### src/rtl/bp_pkg.sv
// Shared types and constants for the branch-predictor update queue.
// The record type fixes the field order {idx, taken} used throughout the queue.
package bp_pkg;

   localparam int BP_IDX_W = 6;

   typedef struct packed {
      logic [BP_IDX_W-1:0] idx;
      logic                taken;
   } bp_rec_t;

   localparam int BP_REC_W = $bits(bp_rec_t);

   function automatic int bp_clog2(input int n);
      int r;
      r = 0;
      while ((1 << r) < n) r++;
      return r;
   endfunction

endpackage

### src/rtl/bp_sync_fifo.sv
// Synchronous FIFO with wrap-bit pointers; occupancy is the pointer difference.
// Synchronous clear empties the queue without touching the storage array.
module bp_sync_fifo
   import bp_pkg::*;
#(
   parameter  int W     = BP_REC_W,
   parameter  int DEPTH = 8,
   localparam int AW    = bp_clog2(DEPTH)
) (
   input  logic          clk,
   input  logic          reset,
   input  logic          clr_i,
   input  logic          push_i,
   input  logic [W-1:0]  wdata_i,
   input  logic          pop_i,
   output logic [W-1:0]  rdata_o,
   output logic          empty_o,
   output logic          full_o,
   output logic [AW:0]   occupancy_o
);

   logic [W-1:0] mem_q [DEPTH];
   logic [AW:0]  wr_ptr_q, wr_ptr_d;
   logic [AW:0]  rd_ptr_q, rd_ptr_d;
   logic         do_push;
   logic         do_pop;

   assign do_push = push_i & ~clr_i;
   assign do_pop  = pop_i  & ~clr_i;

   always_comb begin
      wr_ptr_d = wr_ptr_q;
      rd_ptr_d = rd_ptr_q;
      if (clr_i) begin
         wr_ptr_d = '0;
         rd_ptr_d = '0;
      end else begin
         if (do_push) wr_ptr_d = wr_ptr_q + 1'b1;
         if (do_pop)  rd_ptr_d = rd_ptr_q + 1'b1;
      end
   end

   always_ff @(posedge clk) begin
      if (reset) begin
         wr_ptr_q <= '0;
         rd_ptr_q <= '0;
      end else begin
         wr_ptr_q <= wr_ptr_d;
         rd_ptr_q <= rd_ptr_d;
      end
   end

   // Storage needs no reset: the pointers alone define which entries are valid.
   always_ff @(posedge clk) begin
      if (do_push) mem_q[wr_ptr_q[AW-1:0]] <= wdata_i;
   end

   assign rdata_o     = mem_q[rd_ptr_q[AW-1:0]];
   assign occupancy_o = wr_ptr_q - rd_ptr_q;
   assign empty_o     = (wr_ptr_q == rd_ptr_q);
   assign full_o      = (occupancy_o == (AW+1)'(DEPTH));

endmodule

### src/rtl/bp_update_queue.sv
// Buffers resolved branches from execute and replays them one per cycle as
// predictor update pulses, while keeping saturating resolve/mispredict counts.
module bp_update_queue
   import bp_pkg::*;
#(
   parameter  int IDX_W = BP_IDX_W,
   parameter  int DEPTH = 8,
   parameter  int CNT_W = 16,
   localparam int OCC_W = bp_clog2(DEPTH) + 1
) (
   input  logic             clk,
   input  logic             reset,
   input  logic             in_valid,
   output logic             in_ready,
   input  logic [IDX_W-1:0] in_idx,
   input  logic             in_taken,
   input  logic             in_pred,
   input  logic             flush,
   input  logic             upd_stall,
   output logic             upd_branch,
   output logic             upd_taken,
   output logic [IDX_W-1:0] upd_idx,
   output logic [OCC_W-1:0] occupancy,
   output logic [CNT_W-1:0] branch_cnt,
   output logic [CNT_W-1:0] mispred_cnt
);

   localparam int REC_W = IDX_W + 1;

   logic             fifo_empty;
   logic             fifo_full;
   logic [REC_W-1:0] head_rec;
   logic             push;
   logic             pop;

   logic             upd_branch_q, upd_branch_d;
   logic             upd_taken_q,  upd_taken_d;
   logic [IDX_W-1:0] upd_idx_q,    upd_idx_d;
   logic [CNT_W-1:0] branch_cnt_q, branch_cnt_d;
   logic [CNT_W-1:0] mispred_cnt_q, mispred_cnt_d;

   // Flush blocks both ends so a flushed cycle neither accepts nor issues.
   assign in_ready = ~fifo_full & ~flush;
   assign push     = in_valid & in_ready;
   assign pop      = ~fifo_empty & ~upd_stall & ~flush;

   bp_sync_fifo #(
      .W     (REC_W),
      .DEPTH (DEPTH)
   ) u_fifo (
      .clk         (clk),
      .reset       (reset),
      .clr_i       (flush),
      .push_i      (push),
      .wdata_i     ({in_idx, in_taken}),
      .pop_i       (pop),
      .rdata_o     (head_rec),
      .empty_o     (fifo_empty),
      .full_o      (fifo_full),
      .occupancy_o (occupancy)
   );

   always_comb begin
      upd_branch_d = pop;
      upd_taken_d  = upd_taken_q;
      upd_idx_d    = upd_idx_q;
      if (pop) begin
         upd_idx_d   = head_rec[REC_W-1:1];
         upd_taken_d = head_rec[0];
      end
   end

   always_comb begin
      branch_cnt_d  = branch_cnt_q;
      mispred_cnt_d = mispred_cnt_q;
      if (push && (branch_cnt_q != '1)) branch_cnt_d = branch_cnt_q + 1'b1;
      if (push && (in_taken != in_pred) && (mispred_cnt_q != '1))
         mispred_cnt_d = mispred_cnt_q + 1'b1;
   end

   always_ff @(posedge clk) begin
      if (reset) begin
         upd_branch_q  <= 1'b0;
         upd_taken_q   <= 1'b0;
         upd_idx_q     <= '0;
         branch_cnt_q  <= '0;
         mispred_cnt_q <= '0;
      end else begin
         upd_branch_q  <= upd_branch_d;
         upd_taken_q   <= upd_taken_d;
         upd_idx_q     <= upd_idx_d;
         branch_cnt_q  <= branch_cnt_d;
         mispred_cnt_q <= mispred_cnt_d;
      end
   end

   assign upd_branch  = upd_branch_q;
   assign upd_taken   = upd_taken_q;
   assign upd_idx     = upd_idx_q;
   assign branch_cnt  = branch_cnt_q;
   assign mispred_cnt = mispred_cnt_q;

endmodule
### config.mk
export PLATFORM = sky130hd
export DESIGN_NAME = bp_update_queue
export DESIGN_NICKNAME = d
export VERILOG_FILES = /design/src/rtl/bp_pkg.sv /design/src/rtl/bp_sync_fifo.sv /design/src/rtl/bp_update_queue.sv
export SDC_FILE = /design/constraint.sdc
export NUM_CORES = 1
export LEC_CHECK = 0
export CAP_MARGIN = 10
export CELL_PAD_IN_SITES_DETAIL_PLACEMENT = 1
export CELL_PAD_IN_SITES_GLOBAL_PLACEMENT = 2
export CORE_MARGIN = 2
export CORE_UTILIZATION = 33
export DETAILED_ROUTE_END_ITERATION = 10
export GPL_ROUTABILITY_DRIVEN = 0
export GPL_TIMING_DRIVEN = 0
export PLACE_DENSITY_LB_ADDON = 0.1
export SLEW_MARGIN = 10
export SYNTH_ARGS = -nofsm -noshare
export SYNTH_HDL_FRONTEND = slang
export SYNTH_SLANG_ARGS = --single-unit
### constraint.sdc
create_clock -name clk -period 3.82 [get_ports clk]
set_clock_uncertainty 0.15 [all_clocks]
set_input_delay 0.764 -clock clk [delete_from_list [all_inputs] [get_ports clk]]
set_output_delay 0.764 -clock clk [all_outputs]
set_load 0.02 [all_outputs]
# == Yosys cells after proc, flatten, opt, wreduce, memory -nomap -nowiden ==
# Memories as Yosys holds them, arrays and structs flattened. A register that Yosys moved wholly into a read port is not among the register bits.
# Index checks and enable logic that the tools add are counted.
# Widths: inputs -> output; s select.
# word_totals
ff_bits,41
latchBits,0
mem_bits_rw,56
romBits,0
elab_cells,32
memories,1
# mem_list
memory,words,word_bits,read_ports,rd_ports_with_merged_regs,write_ports,line,rtl
u_fifo.mem_q,8,7,1,1,1,bp_sync_fifo.sv:22,logic [W-1:0] mem_q [DEPTH];
# op_classes
n_addsub,5
mul,0
n_div,0
magnitude_cmp,0
eq_ne,5
shifts,0
muxes,2
n_bitwise,10
n_reduce_logical,4
# op_table
operator,n
$add 16x1->16 const B,2
$ne 16x16->1 const B,2
$add 4x1->4 const B,2
$and 1x1->1,6
$eq 4x4->1,1
$eq 4x4->1 const B,1
$not 1->1,4
$sub 4x4->4,1
$logic_and 1x1->1,3
$mux 1,2
$reduce_or 2->1,1
$ne 1x1->1,1

# == Longest topological paths before layout ==
# depth
word_depth,8
ltp_mapped,11
mapped_depth_nobuf,9

# == Hierarchy ==
# Synthesis repeated with hierarchy kept, for this count alone.
# unflattened
hier_cells,387
area_unflattened_um2,4855.9
# modules_own_cells
mod,n_inst,cells_each,area_each_um2,seq_area_each_um2
bp_sync_fifo,1,152,2756.4,1901.8
bp_update_queue,1,235,2099.5,800.8

# == Worst setup path before layout ==
# No wires, ideal clock.
# synth_path
path_type,register -> register
startpoint,register u_fifo.rd_ptr_q[1]
endpoint,"memory u_fifo.mem_q[4][0] in the netlist's numbering, enable pin"
arrival_time_ns,3.464
required_time_ns,3.277
path_slack_ns,-0.188
stages_incl_launch_ff,11
path_buffers,4
cell_sequence,dfxtp_1 clkbuf_1 clkbuf_1 inv_1 fa_1 xor2_1 or3_1 o311ai_4 buf_4 buf_6 nor4b_1
# synth_via
elab_chain_len,8
# synth_lines
element,line,rtl
from (decl),bp_sync_fifo.sv:24,"logic [AW:0] rd_ptr_q, rd_ptr_d;"
from (signal assigned),bp_sync_fifo.sv:49,rd_ptr_q <= rd_ptr_d;
$sub 4x4->4,bp_sync_fifo.sv:59,assign occupancy_o = wr_ptr_q - rd_ptr_q;
named net occupancy[2],bp_update_queue.sv:23,"output logic [OCC_W-1:0] occupancy,"
$eq 4x4->1,bp_sync_fifo.sv:61,assign full_o = (occupancy_o == (AW+1)'(DEPTH));
$not 1->1,bp_update_queue.sv:43,assign in_ready = ~fifo_full & ~flush;
$and 1x1->1,bp_update_queue.sv:43,
$and 1x1->1,bp_update_queue.sv:44,assign push = in_valid & in_ready;
$and 1x1->1,bp_sync_fifo.sv:28,assign do_push = push_i & ~clr_i;
$mux 1,bp_sync_fifo.sv:55,if (do_push) mem_q[wr_ptr_q[AW-1:0]] <= wdata_i;
$mux 1 (implied by the code),bp_sync_fifo.sv:55,
to (decl),bp_sync_fifo.sv:22,
# The timed path passes the listed nets, and every way through them passes these cells.

# == Worst setup path in the final report ==
# layout_path
startpoint,register u_fifo.rd_ptr_q[1]
endpoint,output in_ready
# layout_via
elab_chain_len,4
# layout_lines
element,line,rtl
$sub 4x4->4,bp_sync_fifo.sv:59,
$eq 4x4->1,bp_sync_fifo.sv:61,
$not 1->1,bp_update_queue.sv:43,
$and 1x1->1,bp_update_queue.sv:43,
to (decl),bp_update_queue.sv:14,"output logic in_ready,"
# No other way between the ends.

==> results.cfg <==
[routing]
vias = 3450
ant_nets = 0
totalWireLength_microns = 12100
wire_per_inst_microns = 18.6
dr.pass1.iters = 4
via_per_inst = 5.28
drtIter0Drc = 183
route.detailed.drc = 0

[pwr]
vdd.ir_drop.worst_mv = 0.260
leakagePower_uw = 0.00184
p_per_area_nw_per_um2 = 375
power_uw = 2210

[clock_network]
clkTransAtPathRegs_ps = 70
clock_latency_ps = 350
tritoncts = yes
clock_path_buffers = 2
htree_levels = 3
cts_sinks = 104
cts_made_buffers = 9
root_buffer = clkbuf_16
cts_hold_buffers = 0

[placed_design]
dp_hpwl_microns = 8810
port-buffer-count = 57
dp.cells = 635

[sta]
max_freq_ghz = 0.272
period_needed_ps = 3680
tightest_slew_ps = 1020
setup_violations = 0
rsz0062_at_grt = false
maxSlewHeadroom_pct = 31.6
slew_violations = 0
hold_ws_ps = 352
fin_crit_sh_pct = 96.4
hold_viol = 0

[setup_path]
worstReg2RegStart = u_fifo.rd_ptr_q[1]
rr_worst_depth = 12
arrival_ps = 2770
crit_fanout = 10
r2r_slack_ps = 290
path_class = reg2out
start_kind = register
timing.rr.end = u_fifo.mem_q[2][2]
cp_slowest_cell = fa_1
cp_cell_sequence = clkbuf_4 -> clkbuf_8 -> inv_1 -> fa_1 -> xor2_1 -> or3_4 -> nor3_4 -> nor2_1 -> dlygate4sd2_1
crit_path_end_kind = output pin
critPathMaxStageDelay_ps = 440
critPathRequiredTime_ps = 2910

[yosys]
synthArstFlopShare_pct = 0
ys.flop_type = edfxtp_1
netlist.area_leader.share_pct = 36.2
netlist_instances = 392
avgSynthCellArea_sq_um = 11.9
yosysSeqAreaShare_pct = 56.8
syn-num-nets = 413
netlist_area_sq_um = 4650
synth_enable_flop_cells = 56
ys_ff_latch = 104
synth_area_leader_cell = edfxtp_1
synth.area.top_cells = edfxtp_1, dfxtp_1, mux4_2
ys_warn_count = 0
synth_cell_types = 48

[min_path]
hp-class = reg2reg
holdPathEnd = branch_cnt[11]
min_from = branch_cnt[11]
holdPathStages = 2

[final_layout]
antenna-diode-count = 0
area_growth_pct = 26.7
nets = 490
final_core_util_pct = 42.6
most-common-layout-cells = clkdlybuf4s50_1, edfxtp_1, dfxtp_1
drive_gt1_share_pct = 13.9
layout.cells.non_filler = 654

[global_routing]
grt_pass1_vias = 3582
overflow = 0
grt_pass1_wl_microns = 19600
antenna_found_initial = 0
grt_max_degree = 20
grtUsageTotal_pct = 17.3

[die]
die_y_microns = 123
fp-row-count = 43
die_x_microns = 123
initial_core_util_pct = 33.6
core_sq_um = 13800
io_pins = 58
die-area_sq_um = 15100

[outcome]
outcome = finished clean

[flow_run]
max-cap-violations = 0
[power breakdown]
part | leakage, uW | switching [uW] | internal, uW
Clock | 0.000138 | 444 | 459
Combinational | 0.000807 | 67.5 | 47.7
Sequential | 0.000893 | 6.38 | 1180
Total | 0.00184 | 518 | 1690
[what timing repair did]
item                                    CTS  global route
setup buffers                             1             3
endpoints found under the setup margin   93            42
gates cloned                              0             0
gates resized for setup                  12             4
pin swaps                                 1             0
[worst max path at each step]
stage                        from                 end  slack, ps  cells past startpoint
6_report       u_fifo.rd_ptr_q[1]            in_ready        140                      9
3_3_place_gp   u_fifo.rd_ptr_q[1]  u_fifo.mem_q[4][1]      -1370                     10
4_1_cts        u_fifo.rd_ptr_q[2]  u_fifo.mem_q[5][4]         -7                      9
2_1_floorplan  u_fifo.rd_ptr_q[1]  u_fifo.mem_q[4][0]       -190                     10
3_5_place_dp   u_fifo.rd_ptr_q[1]            in_ready       -940                      9
5_1_grt        u_fifo.rd_ptr_q[1]            in_ready          2                      9
[per-layer routing]
| layer | wire (microns) | vias up | track usage [%] |
|---|---|---|---|
| met5 | 0 | - | 0 |
| met4 | 194 | 0 | 6.54 |
| met3 | 298 | 9 | 2.70 |
| met2 | 5510 | 48 | 26.3 |
| met1 | 6130 | 1741 | 24.9 |
| li1 | - | 1652 | - |
[cells in the mapped netlist (11+ instances only)]
cell and count:
dfxtp_1 48, a21oi_1 25, clkbuf_1 14, inv_1 11
nand2_1 28, mux4_2 14, or4_1 15, nand3_1 15
edfxtp_1 56, or3_1 12, o31ai_1 14, nor2_1 30
[registers in the layout, indices dropped and copies added, names as in the netlist]
name / cells
upd_taken: 1
mispred_cnt: 16
branch_cnt: 16
u_fifo.rd_ptr_q: 4
upd_branch: 1
u_fifo.mem_q: 56
u_fifo.wr_ptr_q: 4
upd_idx: 6
[per-stage QoR]
stage	instance area [sq um]	setup TNS [ps]	worst slack [ps]
after floorplan	4650	-4150	-188
after global placement	5450	-62970	-1370
after detailed placement	5520	-37270	-940
after CTS	5850	-22.3	-7.18
after global routing	5890	0	1.63
final	5890	0	137
[worst max-delay path: cells and delay by family, from the launching register on]
family / cells / cell delay, ps
xor gates and xnor gates: 1 / 180
and+or+nand+nor: 3 / 610
adders and majority gates: 1 / 440
DFF: 1 / 350
buffers and inverters: 4 / 850
[cell families after synthesis]
kind of cell,after synthesis,share of synthesized area [%]
compound gates,66,9.44
xor+xnor,7,1.32
fa+ha+maj,8,2.31
buf+inv,36,3.77
flops,104,56.8
mux,24,9.15
simple gates,147,17.2
[area by class of cell]
class                           instances  area, sq um
Multi-Input combinational cell        252         1910
Buffer                                 22          136
Clock buffer                           10          229
Inverter                               13         50.0
Tap cell                              180          225
Timing Repair Buffer                   67          639
Clock inverter                          6         56.3
Fill cell                            1504         7940
Sequential cell                       104         2640
No activity file was read; power rests on OpenSTA's default activity.
